[src/rtl/hit_readout_if.sv]
// Request input and hit output stream of hit_readout.
// master = hit producer (hit_readout), slave = requester/consumer.
interface hit_readout_if #(
  parameter int SSIDBITS  = 10,
  parameter int NCOLS_HIM = 16
) ();
  logic                 reqValid;
  logic [SSIDBITS-1:0]  reqSSID;
  logic                 reqReady;
  logic                 hitValid;
  logic [NCOLS_HIM-1:0] hitInfo;
  logic [SSIDBITS-1:0]  hitSSID;
  logic                 hitLast;
  logic                 hitReady;

  modport master (
    input  reqValid, reqSSID, hitReady,
    output reqReady, hitValid, hitInfo,
    output hitSSID, hitLast
  );

  modport slave (
    output reqValid, reqSSID, hitReady,
    input  reqReady, hitValid, hitInfo,
    input  hitSSID, hitLast
  );
endinterface

[src/rtl/hit_readout.sv]
// Reads the hit count for one SSID, then streams
// every stored hit word for it with a last tag.
module hit_readout #(
  parameter int SSIDBITS  = 10,
  parameter int NCOLS_HIM = 16,
  parameter int HITBITS   = 3,
  parameter int COUNTBITS = 4
) (
  input  logic                        clock,
  input  logic                        resetN,
  hit_readout_if.master               io,
  output logic                        cntRead,
  output logic [SSIDBITS-1:0]         cntAddr,
  input  logic [COUNTBITS-1:0]        cntData,
  output logic                        himRead,
  output logic [SSIDBITS+HITBITS-1:0] himAddr,
  input  logic [NCOLS_HIM-1:0]        himData,
  output logic                        done,
  output logic [COUNTBITS-1:0]        doneCount,
  output logic                        overflow
);

  localparam logic [COUNTBITS-1:0] MAXHITS =
    COUNTBITS'(2 ** HITBITS);

  localparam logic [2:0] S_IDLE    = 3'd0;
  localparam logic [2:0] S_CNT_RD  = 3'd1;
  localparam logic [2:0] S_CNT_CAP = 3'd2;
  localparam logic [2:0] S_HIM_RD  = 3'd3;
  localparam logic [2:0] S_HIM_CAP = 3'd4;
  localparam logic [2:0] S_OUT     = 3'd5;

  logic [2:0]           state_q, state_d;
  logic [SSIDBITS-1:0]  ssid_q, ssid_d;
  logic [COUNTBITS-1:0] cnt_q, cnt_d;
  logic [HITBITS-1:0]   idx_q, idx_d;
  logic [NCOLS_HIM-1:0] info_q, info_d;
  logic [SSIDBITS-1:0]  hssid_q, hssid_d;
  logic                 last_q, last_d;
  logic                 done_q, done_d;
  logic [COUNTBITS-1:0] dcnt_q, dcnt_d;
  logic                 ovf_q, ovf_d;

  always_comb begin
    state_d = state_q;
    ssid_d  = ssid_q;
    cnt_d   = cnt_q;
    idx_d   = idx_q;
    info_d  = info_q;
    hssid_d = hssid_q;
    last_d  = last_q;
    done_d  = 1'b0;
    dcnt_d  = '0;
    ovf_d   = 1'b0;
    unique case (state_q)
      S_IDLE: begin
        if (io.reqValid) begin
          ssid_d  = io.reqSSID;
          state_d = S_CNT_RD;
        end
      end
      S_CNT_RD: state_d = S_CNT_CAP;
      S_CNT_CAP: begin
        // clamp so the index can never wrap
        if (cntData > MAXHITS) begin
          cnt_d = MAXHITS;
          ovf_d = 1'b1;
        end else begin
          cnt_d = cntData;
        end
        idx_d = '0;
        if (cntData == '0) begin
          state_d = S_IDLE;
          done_d  = 1'b1;
        end else begin
          state_d = S_HIM_RD;
        end
      end
      S_HIM_RD: state_d = S_HIM_CAP;
      S_HIM_CAP: begin
        info_d  = himData;
        hssid_d = ssid_q;
        last_d  = (COUNTBITS'(idx_q) ==
                   cnt_q - COUNTBITS'(1));
        state_d = S_OUT;
      end
      S_OUT: begin
        if (io.hitReady) begin
          if (last_q) begin
            state_d = S_IDLE;
            done_d  = 1'b1;
            dcnt_d  = cnt_q;
          end else begin
            idx_d   = idx_q + HITBITS'(1);
            state_d = S_HIM_RD;
          end
        end
      end
      default: state_d = S_IDLE;
    endcase
  end

  always_ff @(posedge clock or negedge resetN) begin
    if (!resetN) begin
      state_q <= S_IDLE;
      ssid_q  <= '0;
      cnt_q   <= '0;
      idx_q   <= '0;
      info_q  <= '0;
      hssid_q <= '0;
      last_q  <= 1'b0;
      done_q  <= 1'b0;
      dcnt_q  <= '0;
      ovf_q   <= 1'b0;
    end else begin
      state_q <= state_d;
      ssid_q  <= ssid_d;
      cnt_q   <= cnt_d;
      idx_q   <= idx_d;
      info_q  <= info_d;
      hssid_q <= hssid_d;
      last_q  <= last_d;
      done_q  <= done_d;
      dcnt_q  <= dcnt_d;
      ovf_q   <= ovf_d;
    end
  end

  assign io.reqReady = (state_q == S_IDLE);
  assign io.hitValid = (state_q == S_OUT);
  assign io.hitInfo  = info_q;
  assign io.hitSSID  = hssid_q;
  assign io.hitLast  = last_q;

  assign cntRead   = (state_q == S_CNT_RD);
  assign cntAddr   = ssid_q;
  assign himRead   = (state_q == S_HIM_RD);
  assign himAddr   = {ssid_q, idx_q};
  assign done      = done_q;
  assign doneCount = dcnt_q;
  assign overflow  = ovf_q;

endmodule

[src/flat_wrapper.sv]
// flat-port wrapper written by rule: the top's interface ports become plain ports
module hit_readout_flat 
#(
  parameter int SSIDBITS  = 10,
  parameter int NCOLS_HIM = 16,
  parameter int HITBITS   = 3,
  parameter int COUNTBITS = 4
)
  (clock, resetN, cntRead, cntAddr, cntData, himRead, himAddr, himData, done, doneCount, overflow, io_reqValid, io_reqSSID, io_hitReady, io_reqReady, io_hitValid, io_hitInfo, io_hitSSID, io_hitLast);
  hit_readout_if #(.SSIDBITS(SSIDBITS), .NCOLS_HIM(NCOLS_HIM)) io_i ();
  input  logic clock;
  input  logic resetN;
  output logic cntRead;
  output logic [SSIDBITS-1:0] cntAddr;
  input  logic [COUNTBITS-1:0] cntData;
  output logic himRead;
  output logic [SSIDBITS+HITBITS-1:0] himAddr;
  input  logic [NCOLS_HIM-1:0] himData;
  output logic done;
  output logic [COUNTBITS-1:0] doneCount;
  output logic overflow;
  input wire logic [$bits(io_i.reqValid)-1:0] io_reqValid;
  input wire logic [$bits(io_i.reqSSID)-1:0] io_reqSSID;
  input wire logic [$bits(io_i.hitReady)-1:0] io_hitReady;
  output wire logic [$bits(io_i.reqReady)-1:0] io_reqReady;
  output wire logic [$bits(io_i.hitValid)-1:0] io_hitValid;
  output wire logic [$bits(io_i.hitInfo)-1:0] io_hitInfo;
  output wire logic [$bits(io_i.hitSSID)-1:0] io_hitSSID;
  output wire logic [$bits(io_i.hitLast)-1:0] io_hitLast;
  assign io_i.reqValid = io_reqValid;
  assign io_i.reqSSID = io_reqSSID;
  assign io_i.hitReady = io_hitReady;
  assign io_reqReady = io_i.reqReady;
  assign io_hitValid = io_i.hitValid;
  assign io_hitInfo = io_i.hitInfo;
  assign io_hitSSID = io_i.hitSSID;
  assign io_hitLast = io_i.hitLast;
  hit_readout #(.SSIDBITS(SSIDBITS), .NCOLS_HIM(NCOLS_HIM), .HITBITS(HITBITS), .COUNTBITS(COUNTBITS)) u_core (.clock(clock), .resetN(resetN), .io(io_i), .cntRead(cntRead), .cntAddr(cntAddr), .cntData(cntData), .himRead(himRead), .himAddr(himAddr), .himData(himData), .done(done), .doneCount(doneCount), .overflow(overflow));
endmodule
[config.mk]
export PLATFORM = sky130hd
export DESIGN_NAME = hit_readout_flat
export DESIGN_NICKNAME = d
export VERILOG_FILES = /design/src/rtl/hit_readout_if.sv /design/src/rtl/hit_readout.sv /design/src/flat_wrapper.sv
export SDC_FILE = /design/constraint.sdc
export NUM_CORES = 1
export LEC_CHECK = 0
export ABC_AREA = 1
export CORE_MARGIN = 2
export CORE_UTILIZATION = 45
export DETAILED_ROUTE_END_ITERATION = 7
export DONT_BUFFER_PORTS = 1
export MAX_ROUTING_LAYER = met4
export SLEW_MARGIN = 15
export SYNTH_ARGS = -nofsm -noshare
export SYNTH_HDL_FRONTEND = slang
export SYNTH_SLANG_ARGS = --single-unit
[constraint.sdc]
create_clock -name clock -period 2.56 [get_ports clock]
set_clock_uncertainty 0.15 [all_clocks]
set_input_delay 0.256 -clock clock [delete_from_list [all_inputs] [get_ports clock]]
set_output_delay 0.256 -clock clock [all_outputs]
set_load 0.1 [all_outputs]
==> results of run 1 <==
==> cells in the mapped netlist <==
library cell,instances
sky130_fd_sc_hd__a21oi_2,8
sky130_fd_sc_hd__buf_4,12
sky130_fd_sc_hd__buf_6,4
sky130_fd_sc_hd__dfrtp_1,53
sky130_fd_sc_hd__ha_1,2
sky130_fd_sc_hd__inv_1,23
sky130_fd_sc_hd__inv_2,3
sky130_fd_sc_hd__inv_4,1
sky130_fd_sc_hd__nand2_1,97
sky130_fd_sc_hd__nand2_2,4
sky130_fd_sc_hd__nand2_4,1
sky130_fd_sc_hd__nand3_1,14
sky130_fd_sc_hd__nand3b_1,1
sky130_fd_sc_hd__nor2_1,18
sky130_fd_sc_hd__nor2_2,1
sky130_fd_sc_hd__nor2_4,2
sky130_fd_sc_hd__nor3_1,2
sky130_fd_sc_hd__o21ai_0,6
sky130_fd_sc_hd__o21ai_1,10
sky130_fd_sc_hd__xnor2_1,1
sky130_fd_sc_hd__xor2_1,1
==> cell type report <==
cell class                      instances  area share (%)
Sequential cell                        53           45.69
Multi-Input combinational cell        168           26.90
Timing Repair Buffer                   52           16.91
Inverter                               27           3.544
Tap cell                               70           2.989
Clock buffer                            7           2.946
Clock inverter                          1           1.025
==> what timing repair did <==
action | 4_1_cts | 5_1_grt
hold endpoints to repair | 84 | 0
setup buffers | 0 | 0
resized for setup | 0 | 0
hold buffers | 35 | 0
setup endpoints to repair | 0 | 0
==> flip-flops by register name, indices dropped and copies added, names as in the netlist <==
name and cells:
u_core.io.hitLast 1, u_core.cntAddr 10, u_core.overflow 1, u_core.doneCount 4, u_core.idx_q 3, u_core.io.hitSSID 10
u_core.state_q 3, u_core.done 1, u_core.cnt_q 4, u_core.io.hitInfo 16
==> cell families (layout without fill, tap and decap cells) <==
logic type               count (synthesis)  in the layout  synth area share [%]
AND/OR/NAND/NOR                        140            140                 24.95
flip-flops                              53             53                 56.62
buffers and inverters                   43             87                 10.20
AO/OA/AOI/OAI                           24             24                 6.411
adder cells (fa/ha/maj)                  2              2                 1.068
XOR/XNOR                                 2              2                0.7480
==> per-stage QoR <==
step | cell area (sq um) | setup slack [ps] | instances
after floorplan | 2347 | 454.9 | 264
after global placement | 2446 | 989.2 | 335
after detailed placement | 2446 | 924.4 | 335
after CTS | 2930 | 494.5 | 378
after global routing | 2930 | 368.0 | 378
final | 2930 | 467.0 | 378
==> worst reg2reg max path: stages (launching register included) <==
cell                            delay, ps
sky130_fd_sc_hd__dfrtp_1              440
sky130_fd_sc_hd__inv_1                170
sky130_fd_sc_hd__nand2_1              110
sky130_fd_sc_hd__inv_2                 90
sky130_fd_sc_hd__buf_4                300
sky130_fd_sc_hd__nand3_1              110
sky130_fd_sc_hd__dlygate4sd3_1        580
sky130_fd_sc_hd__nand2_1               70
==> final timing paths <==
path / slack [ps] / cells past startpoint / endpoint / start
setup / recovery: 470 / 7 / u_core.cntAddr[0]$_DFFE_PN0P_ / u_core.state_q[2]$_DFFE_PN0P_
hold / removal: 20 / 3 / u_core.state_q[0]$_DFFE_PN0P_ / io_hitReady
setup reg to reg: 470 / 7 / u_core.cntAddr[0]$_DFFE_PN0P_ / u_core.state_q[2]$_DFFE_PN0P_
hold reg to reg: 390 / 2 / u_core.doneCount[3]$_DFF_PN0_ / u_core.cnt_q[3]$_DFFE_PN0P_
max in group asynchronous: 1680 / 2 / u_core.cntAddr[0]$_DFFE_PN0P_ / resetN
min in group asynchronous: 340 / 2 / u_core.cntAddr[9]$_DFFE_PN0P_ / resetN
==> layer usage <==
layer | part of all wire (%) | up-vias | track usage, %
li1 | - | 892 | -
met1 | 47 | 800 | 22.79
met2 | 47 | 61 | 30.45
met3 | 4.5 | 5 | 4.028
met4 | 1.4 | 0 | 6.000
met5 | 0 | - | -
==> reports/metrics.csv, run 1 <==
stage;metric;value;unit
logic_synthesis;synth.distinct_cells;21;
routing;drt_iter0_markers;121;
floorplanning;die-width;76.15;um
logic_synthesis;synthDominantAreaCellType;sky130_fd_sc_hd__dfrtp_1;
logic_synthesis;avgSynthCellArea;8.872;sq um
layout;fillers;481;
clock_network;cts_made_buffers;5;
sta;hold_ws;22.16;ps
worst_hold_path;hold_path.class;primary input to flip-flop;
worst_setup_path;path_delay_family;buffers and inverters;
global_route;grt_remaining_overflow;0;
sta;worst-slew-pin-transition;990.6;ps
logic_synthesis;mappedNetlistArea;2342;sq um
run_status;outcome;completed;
sta;fin_setup_tns;0;ps
worst_setup_path;worstPathArrival;2180;ps
global_route;groute.usage.overall;18.44;%
logic_synthesis;syn_inst;264;
clock_network;clk_pin_slew;90;ps
sta;clock.fmax;477.8;MHz
layout;mostFrequentLayoutCell;sky130_fd_sc_hd__nand2_1;
global_route;antenna_found_initial;0;
clock_network;cts_max_path_buffers;2;
sta;rsz0062_at_grt;no;
worst_setup_path;timing.critical_path.mode_cell;sky130_fd_sc_hd__nand2_1;
clock_network;tritoncts_num_sinks;53;
layout;finish.net_count;343;
routing;route.final.wire_length;4.824;mm
layout;drive_above_1_share;18.18;%
layout;area.growth.synth_to_final;25.11;%
floorplanning;initial_core_util;46.15;%
floorplanning;dieArea;5798;sq um
worst_setup_path;worstPathMaxFanout;4;
place;portBuffers;0;
routing;viasPerCell;4.651;
sta;final-max-slew-violation-count;0;
worst_setup_path;cpMaxStageDelayCell;sky130_fd_sc_hd__dlygate4sd3_1;
worst_setup_path;end_kind;flip-flop;
logic_synthesis;number_of_flip_flops_and_latches_in_the_synthesized_netlist;53;
routing;drt.antenna.violating_nets;0;
logic_synthesis;synth.net_count;300;
global_route;grt_start_max_net_pins;54;
sta;headroom_to_the_max_slew_limit;33.96;%
layout;antennaDiodeCount;0;
routing;post_drt_wl_per_cell;12.76;um
flow_run;max_cap_violations;0;
layout;top_library_cells_by_usage_in_the_layout_fill_and_taps_aside;sky130_fd_sc_hd__nand2_1 (97), sky130_fd_sc_hd__dfrtp_1 (43), sky130_fd_sc_hd__dlygate4sd3_1 (34);
logic_synthesis;synth_sequential_area_ratio;56.62;%
worst_setup_path;crit_chain;inv_1 -> nand2_1 -> inv_2 -> buf_4 -> nand3_1 -> dlygate4sd3_1 -> nand2_1;
place;routabilityCongestion;0.7778;
logic_synthesis;yosys_warnings;0;
clock_network;cts_tree;yes;
logic_synthesis;synthTopCellsByArea;sky130_fd_sc_hd__dfrtp_1 (57%), sky130_fd_sc_hd__nand2_1 (16%), sky130_fd_sc_hd__buf_4 (3.8%);
logic_synthesis;synth_top_area_share;56.62;%
clock_network;worstSkewPairLatency;300;ps
global_route;grt_pass1_vias;1761;
floorplanning;design.core.area;5075;sq um
sta;final.period_utilization;81.76;%
floorplanning;fp.dieH;76.15;um
clock_network;cts-htree-levels;2;
sta;finalSetupViolCount;0;
global_route;first_pass_grt_wire_length;8.238;mm
layout;final_core_utilization;57.74;%
place;hpwl;3.292;mm
clock_network;cts-root-buf;sky130_fd_sc_hd__clkbuf_8;
routing;detailroute.via_count;1758;
worst_setup_path;slowest_delay;580;ps
sta;hold_violations;0;
layout;seq_area;1339;sq um
worst_setup_path;worstPathRequired;2650;ps
floorplanning;design.portCount;94;
floorplanning;rows;26;
layout;total_area_of_multi_input_combinational_cells;788.3;sq um
worst_setup_path;combined_buffer_and_inverter_count_along_the_critical_path;4;
sta;fin_crit;2093;ps
routing;route.detailed.drc;0;
routing;detail_route.first_pass.iterations;4;
worst_setup_path;crit_path_start_kind;flip-flop;
worst_setup_path;timing_worst_setup_path_type;flip-flop to flip-flop;
Power of run 1 is left out: the tool's default activity adds up to more than one toggle a clock period on the data nets, which glitch-free logic cannot reach.
==> run 2, diff against run 1 <==
==> constraint.sdc (replaced) <==
create_clock -name clock -period 1.9 [get_ports clock]
set_clock_uncertainty 0.15 [all_clocks]
set_input_delay 0.19 -clock clock [delete_from_list [all_inputs] [get_ports clock]]
set_output_delay 0.19 -clock clock [all_outputs]
set_load 0.1 [all_outputs]
==> reports/metrics.csv, run 2 (synthesized netlist as in run 1, its figures left out) <==
stage;metric;value;unit;change
run_status;outcome;completed;;
sta;finalSetupViolCount;0;;unchanged
floorplanning;initial_core_util;46.15;%;unchanged
worst_hold_path;hold-path-cell-count;4;;+1
floorplanning;fp.dieH;76.15;um;unchanged
clock_network;cts-htree-levels;2;;unchanged
worst_setup_path;path_delay_family;buffers and inverters;;
clock_network;tritoncts_num_sinks;53;;unchanged
worst_setup_path;worstPathRequired;1970;ps;-680 ps
place;portBuffers;0;;unchanged
place;hpwl;3.361;mm;+2.1%
worst_setup_path;r2r_cells;6;;-1
global_route;groute.usage.overall;19.55;%;+1.1 points
layout;stdcell_count;418;;+11%
routing;highest-signal-layer;met4;;
layout;drive_above_1_share;27.59;%;+9.4 points
layout;largest_reg_flops;16;;unchanged
layout;fillers;416;;-14%
clock_network;cts_made_buffers;5;;unchanged
worst_setup_path;crit_path_start_kind;flip-flop;;
global_route;antenna_found_initial;0;;unchanged
routing;drt.antenna.violating_nets;0;;unchanged
clock_network;cts_max_path_buffers;2;;unchanged
clock_network;clk_pin_slew;90;ps;about the same
global_route;grt_pass1_vias;1933;;+9.8%
worst_setup_path;timing_worst_setup_path_type;flip-flop to flip-flop;;
worst_setup_path;cpMaxStageDelayCell;sky130_fd_sc_hd__dlygate4sd3_1;;
routing;drt_iter0_markers;117;;-3.3%
routing;met1Wirelength;2.281;mm;+0.31%
routing;detail_route.first_pass.iterations;6;;+2
floorplanning;dieArea;5798;sq um;unchanged
worst_setup_path;end_kind;flip-flop;;
worst_setup_path;worstPathMaxFanout;6;;+2
clock_network;cts_tree;yes;;
worst_hold_path;hold_path.class;primary input to flip-flop;;
floorplanning;design.core.area;5075;sq um;unchanged
worst_setup_path;crit_chain;inv_2 -> nand3_1 -> inv_2 -> nand3_1 -> dlygate4sd3_1 -> o21ai_0;;
layout;seq_area;1339;sq um;unchanged
sta;final.period_utilization;97.12;%;+15 points
floorplanning;die-width;76.15;um;unchanged
global_route;grt_remaining_overflow;0;;unchanged
layout;mostFrequentLayoutCell;sky130_fd_sc_hd__nand2_1;;
routing;detailed_route_wirelength_on_metal3;408;um;+87%
sta;final-max-slew-violation-count;0;;unchanged
layout;total_area_of_multi_input_combinational_cells;788.3;sq um;unchanged
layout;antennaDiodeCount;0;;unchanged
worst_setup_path;slowest_delay;590;ps;about the same
clock_network;cts-root-buf;sky130_fd_sc_hd__clkbuf_8;;
global_route;grt_start_max_net_pins;54;;unchanged
sta;clock.fmax;541.9;MHz;+13%
sta;hold_ws;20.44;ps;-1.719 ps
sta;hold_violations;0;;unchanged
flow_run;max_cap_violations;0;;unchanged
worst_setup_path;combined_buffer_and_inverter_count_along_the_critical_path;3;;-1
worst_setup_path;crit_cells;6;;-1
place;routabilityCongestion;0.8195;;+5.4%
floorplanning;rows;26;;unchanged
sta;headroom_to_the_max_slew_limit;63.68;%;+30 points
routing;viasPerCell;4.742;;+2.0%
layout;area.growth.synth_to_final;39.32;%;
worst_setup_path;worstPathArrival;1920;ps;-260 ps
layout;top_library_cells_by_usage_in_the_layout_fill_and_taps_aside;sky130_fd_sc_hd__nand2_1 (97), sky130_fd_sc_hd__buf_4 (51), sky130_fd_sc_hd__dfrtp_1 (43);;
routing;route.detailed.drc;0;;unchanged
clock_network;worstSkewPairLatency;290;ps;about the same
routing;route.final.wire_length;5.410;mm;+12%
global_route;first_pass_grt_wire_length;8.894;mm;+8.0%
sta;fin_crit;1845;ps;-247.8 ps
routing;routed-wl-met2;2.691;mm;+19%
routing;post_drt_wl_per_cell;12.94;um;+1.4%
sta;worst-slew-pin-transition;549.4;ps;-441.2 ps
place;dpl.cell_count;370;;+10%
layout;finish.net_count;383;;+12%
routing;detailroute.via_count;1982;;+13%
floorplanning;design.portCount;94;;unchanged
## run 2: worst register-to-register path: cells and delay by family (launching register included)
family / cells / cell delay (ps)
buf+inv: 3 / 860
flops: 1 / 460
simple gates: 2 / 250
compound gates: 1 / 70
## run 2: final cells by class
cell class	instances	area share, %
flip-flops and latches	53	41.03
repair buffers	92	26.07
multi-input cells	168	24.16
inverters	27	3.183
well taps	70	2.684
clock buffers	7	2.646
clock inverters	1	0.2301
## run 2: routing by layer
| metal | vias to the layer above | GRT usage, % |
|---|---|---|
| li1 | 965 | - |
| met1 | 940 | 24.35 |
| met2 | 73 | 31.61 |
| met3 | 4 | 5.806 |
| met4 | 0 | 5.091 |
| met5 | - | - |
## run 2: path summary, 6_finish.rpt
check,start,end,slack [ps]
worst max-delay path,u_core.state_q[2]$_DFFE_PN0P_,u_core.cnt_q[1]$_DFFE_PN0P_,50
worst min-delay path,io_reqValid,u_core.state_q[1]$_DFFE_PN0P_,20
worst max register to register,u_core.state_q[2]$_DFFE_PN0P_,u_core.cnt_q[1]$_DFFE_PN0P_,50
worst min register to register,u_core.io.hitInfo[6]$_DFFE_PN0P_,u_core.io.hitInfo[6]$_DFFE_PN0P_,330
max in group asynchronous,resetN,u_core.cntAddr[7]$_DFFE_PN0P_,1100
min in group asynchronous,resetN,u_core.doneCount[1]$_DFF_PN0_,260
## run 2: repair_timing
| item | 4_1_cts | 5_1_grt |
|---|---|---|
| hold endpoints to repair | 90 | 0 |
| hold buffers | 37 | 0 |
| setup endpoints to repair | 0 | 2 |
| gates resized for setup | 0 | 2 |
| setup buffers | 0 | 3 |
## run 2: stage by stage
stage	TNS [ps]	utilization, %	cell area, sq um	setup slack (ps)
final	0	64.30	3263	54.81
after CTS	0	63.86	3241	27.37
after global routing	-9.117	64.30	3263	-9.117
after detailed placement	0	54.36	2759	420.5
after floorplan	0	-	2354	100.1
after global placement	0	54.36	2759	450.3
Power of run 2 is left out for the same reason.
==> run 3, diff against run 2 <==
--- a/config.mk
+++ b/config.mk
@@ -5,12 +5,12 @@
 export SDC_FILE = /design/constraint.sdc
 export NUM_CORES = 1
 export LEC_CHECK = 0
-export ABC_AREA = 1
 export CORE_MARGIN = 2
-export CORE_UTILIZATION = 45
+export CORE_UTILIZATION = 35
 export DETAILED_ROUTE_END_ITERATION = 7
 export DONT_BUFFER_PORTS = 1
 export MAX_ROUTING_LAYER = met4
+export PLACE_DENSITY_LB_ADDON = 0.08
 export SLEW_MARGIN = 15
 export SYNTH_ARGS = -nofsm -noshare
 export SYNTH_HDL_FRONTEND = slang
==> reports/metrics.csv, run 3 <==
stage;metric;value;unit;change
worst_hold_path;hold_path.class;primary input to flip-flop;;
run_status;outcome;completed;;
floorplanning;die-width;87.37;um;+15%
logic_synthesis;synthTopCellsByArea;sky130_fd_sc_hd__dfrtp_1 (55%), sky130_fd_sc_hd__mux2_2 (12%), sky130_fd_sc_hd__mux2_4 (6.2%);;
worst_setup_path;regToRegSetupSlack;290;ps;+240 ps
routing;drt_iter0_markers;75;;-36%
worst_setup_path;crit_chain;buf_4 -> and3b_2 -> buf_6;;
logic_synthesis;yosys_warnings;0;;unchanged
clock_network;worstSkewPairLatency;300;ps;about the same
worst_setup_path;cpMaxStageDelayCell;sky130_fd_sc_hd__dfrtp_1;;
worst_hold_path;hold-path-cell-count;2;;-2
worst_setup_path;rr_startpoint;u_core.state_q[1]$_DFFE_PN0P_;;
routing;viasPerCell;4.857;;+2.4%
worst_setup_path;path_delay_family;flip-flops;;
routing;route.detailed.drc;0;;unchanged
place;portBuffers;0;;unchanged
floorplanning;design.core.area;6756;sq um;+33%
global_route;groute.usage.overall;14.31;%;-5.2 points
logic_synthesis;syn_inst;170;;-36%
clock_network;cts_made_buffers;5;;unchanged
sta;hold_violations;0;;unchanged
routing;detailroute.via_count;1598;;-19%
routing;post_drt_wl_per_cell;15.57;um;+20%
logic_synthesis;synth-async-reset-ratio;100.0;%;unchanged
worst_hold_path;worstHoldStart;io_reqValid;;
global_route;grt_start_max_net_pins;54;;unchanged
worst_setup_path;timing_worst_setup_path_type;flip-flop to output port;;
sta;headroom_to_the_max_slew_limit;63.59;%;-0.089 points
layout;antennaDiodeCount;0;;unchanged
routing;route.final.wire_length;5.122;mm;-5.3%
global_route;antenna_found_initial;0;;unchanged
clock_network;tritoncts_num_sinks;53;;unchanged
worst_setup_path;worstPathArrival;1490;ps;-430 ps
logic_synthesis;synth.distinct_cells;40;;+90%
floorplanning;initial_core_util;36.00;%;-10 points
clock_network;clk_pin_slew;90;ps;about the same
sta;rsz0062_at_grt;no;;
sta;worst-slew-pin-transition;550.7;ps;+1.351 ps
worst_setup_path;worstPathMaxFanout;11;;+5
layout;mostFrequentLayoutCell;sky130_fd_sc_hd__buf_4;;
global_route;grt_pass1_vias;1679;;-13%
layout;area.growth.synth_to_final;36.73;%;
worst_setup_path;reg2reg_to;u_core.io.hitInfo[0]$_DFFE_PN0P_;;
global_route;grt_remaining_overflow;0;;unchanged
layout;drive_above_1_share;51.00;%;+23 points
worst_setup_path;worstPathRequired;1560;ps;-410 ps
flow_run;max_cap_violations;0;;unchanged
clock_network;cts_tree;yes;;
clock_network;cts-root-buf;sky130_fd_sc_hd__clkbuf_8;;
sta;clock.fmax;547.3;MHz;+1.0%
layout;largest_reg_flops;16;;unchanged
logic_synthesis;synth_enable_flop_cells;0;;unchanged
place;routabilityCongestion;0.7670;;-6.4%
routing;detail_route.first_pass.iterations;4;;-2
logic_synthesis;synthTopCellsByCount;sky130_fd_sc_hd__dfrtp_1 (53), sky130_fd_sc_hd__mux2_2 (26), sky130_fd_sc_hd__buf_4 (11);;
floorplanning;design.portCount;94;;unchanged
global_route;first_pass_grt_wire_length;8.162;mm;-8.2%
logic_synthesis;avgSynthCellArea;14.31;sq um;+61%
routing;drt.antenna.violating_nets;0;;unchanged
layout;finish.net_count;284;;-26%
logic_synthesis;synth.net_count;206;;-31%
sta;hold_ws;7.564;ps;-12.88 ps
place;hpwl;3.432;mm;+2.1%
sta;finalSetupViolCount;0;;unchanged
floorplanning;dieArea;7633;sq um;+32%
worst_setup_path;slowest_delay;470;ps;-120 ps
floorplanning;rows;30;;+15%
worst_setup_path;combined_buffer_and_inverter_count_along_the_critical_path;2;;-1
sta;final-max-slew-violation-count;0;;unchanged
logic_synthesis;mappedNetlistArea;2432;sq um;+3.8%
logic_synthesis;ys.flop_type;sky130_fd_sc_hd__dfrtp_1;;
layout;top_library_cells_by_usage_in_the_layout_fill_and_taps_aside;sky130_fd_sc_hd__buf_4 (51), sky130_fd_sc_hd__dfrtp_1 (42), sky130_fd_sc_hd__dlygate4sd3_1 (32);;
logic_synthesis;number_of_flip_flops_and_latches_in_the_synthesized_netlist;53;;unchanged
worst_setup_path;crit_path_start_kind;flip-flop;;
logic_synthesis;synth_top_area_share;54.53;%;-2.1 points
worst_setup_path;end_kind;output port;;
worst_setup_path;r2r_cells;4;;-2
worst_setup_path;crit_cells;3;;-3
logic_synthesis;yosys.cell_count.top_type;sky130_fd_sc_hd__dfrtp_1;;
floorplanning;fp.dieH;87.37;um;+15%
sta;final.period_utilization;96.16;%;-0.96 points
clock_network;cts-htree-levels;2;;unchanged
sta;fin_crit;1827;ps;-18.20 ps
worst_hold_path;worst_hold_path.endpoint;u_core.state_q[1]$_DFFE_PN0P_;;
logic_synthesis;synth_sequential_area_ratio;54.53;%;-2.1 points
logic_synthesis;synthDominantAreaCellType;sky130_fd_sc_hd__dfrtp_1;;
clock_network;cts_max_path_buffers;2;;unchanged
## run 3: cell types whose count changed in the layout (fill, tap and decap cells not counted), sizes merged, moves of 5 or more
cell   previous run  this run
nand3            14         0
nor3b             0         5
nor2             21         3
mux2              0        36
a21oi             8         0
nand2           102        11
o21ai            16         3
inv              27         6
## run 3: per-stage QoR
step	util, %	TNS, ps	instances	cell area [sq um]	worst slack, ps
4_1_cts	48.94	0	327	3307	8.619
3_3_place_gp	42.35	0	286	2861	336.0
6_report	49.22	0	329	3326	73.00
5_1_grt	49.22	0	329	3326	8.971
3_5_place_dp	42.35	0	286	2861	288.1
2_1_floorplan	-	-3724	170	2456	-346.6
## run 3: cell families after synthesis
family | after synthesis | share of synthesized area [%]
AO/OA/AOI/OAI | 12 | 4.527
XOR/XNOR | 4 | 2.006
adder cells (fa/ha/maj) | 2 | 1.029
buffers and inverters | 24 | 8.127
flip-flops | 53 | 54.53
multiplexers | 39 | 19.44
AND/OR/NAND/NOR | 36 | 10.34
## run 3: area by class of cell
cell class	count	area [sq um]
fillers	592	3431
flip-flops and latches	53	1340
multi-input cells	93	944.7
repair buffers	89	822.0
well taps	80	100.1
clock buffers	6	82.58
inverters	6	22.52
clock inverters	2	13.76
## run 3: what timing repair did
item,CTS,global route
hold buffers,33,0
endpoints found under the hold margin,89,0
cloned,0,0
pin swaps,0,1
setup endpoints to repair,1,2
buffers inserted,0,2
gates resized for setup,1,1
## run 3: worst max-delay path by stage
| stage | slack (ps) | to | startpoint |
|---|---|---|---|
| after floorplan | -350 | u_core.cntAddr[0]$_DFFE_PN0P_ | u_core.state_q[0]$_DFFE_PN0P_ |
| after global placement | 340 | u_core.idx_q[2]$_DFFE_PN0P_ | u_core.state_q[0]$_DFFE_PN0P_ |
| after detailed placement | 290 | u_core.idx_q[1]$_DFFE_PN0P_ | u_core.state_q[0]$_DFFE_PN0P_ |
| after CTS | 9 | io_hitValid | u_core.state_q[0]$_DFFE_PN0P_ |
| after global routing | 9 | himRead | u_core.state_q[0]$_DFFE_PN0P_ |
| final | 70 | io_hitValid | u_core.state_q[0]$_DFFE_PN0P_ |
## run 3: metal layers
layer	vias up	part of all wire, %	wire length [um]	global-route usage (%)
met5	-	0	0	-
met4	0	1.2	60	5.175
met3	6	5.2	265	3.697
met2	58	53	2720	24.17
met1	794	41	2075	16.37
li1	740	-	-	-
## run 3: worst reg2reg max path: stages (launching register included)
cell,delay [ps]
sky130_fd_sc_hd__dfrtp_2,410
sky130_fd_sc_hd__buf_4,150
sky130_fd_sc_hd__nor3b_4,200
sky130_fd_sc_hd__buf_12,220
sky130_fd_sc_hd__mux2_2,370
Power of run 3 is left out for the same reason.
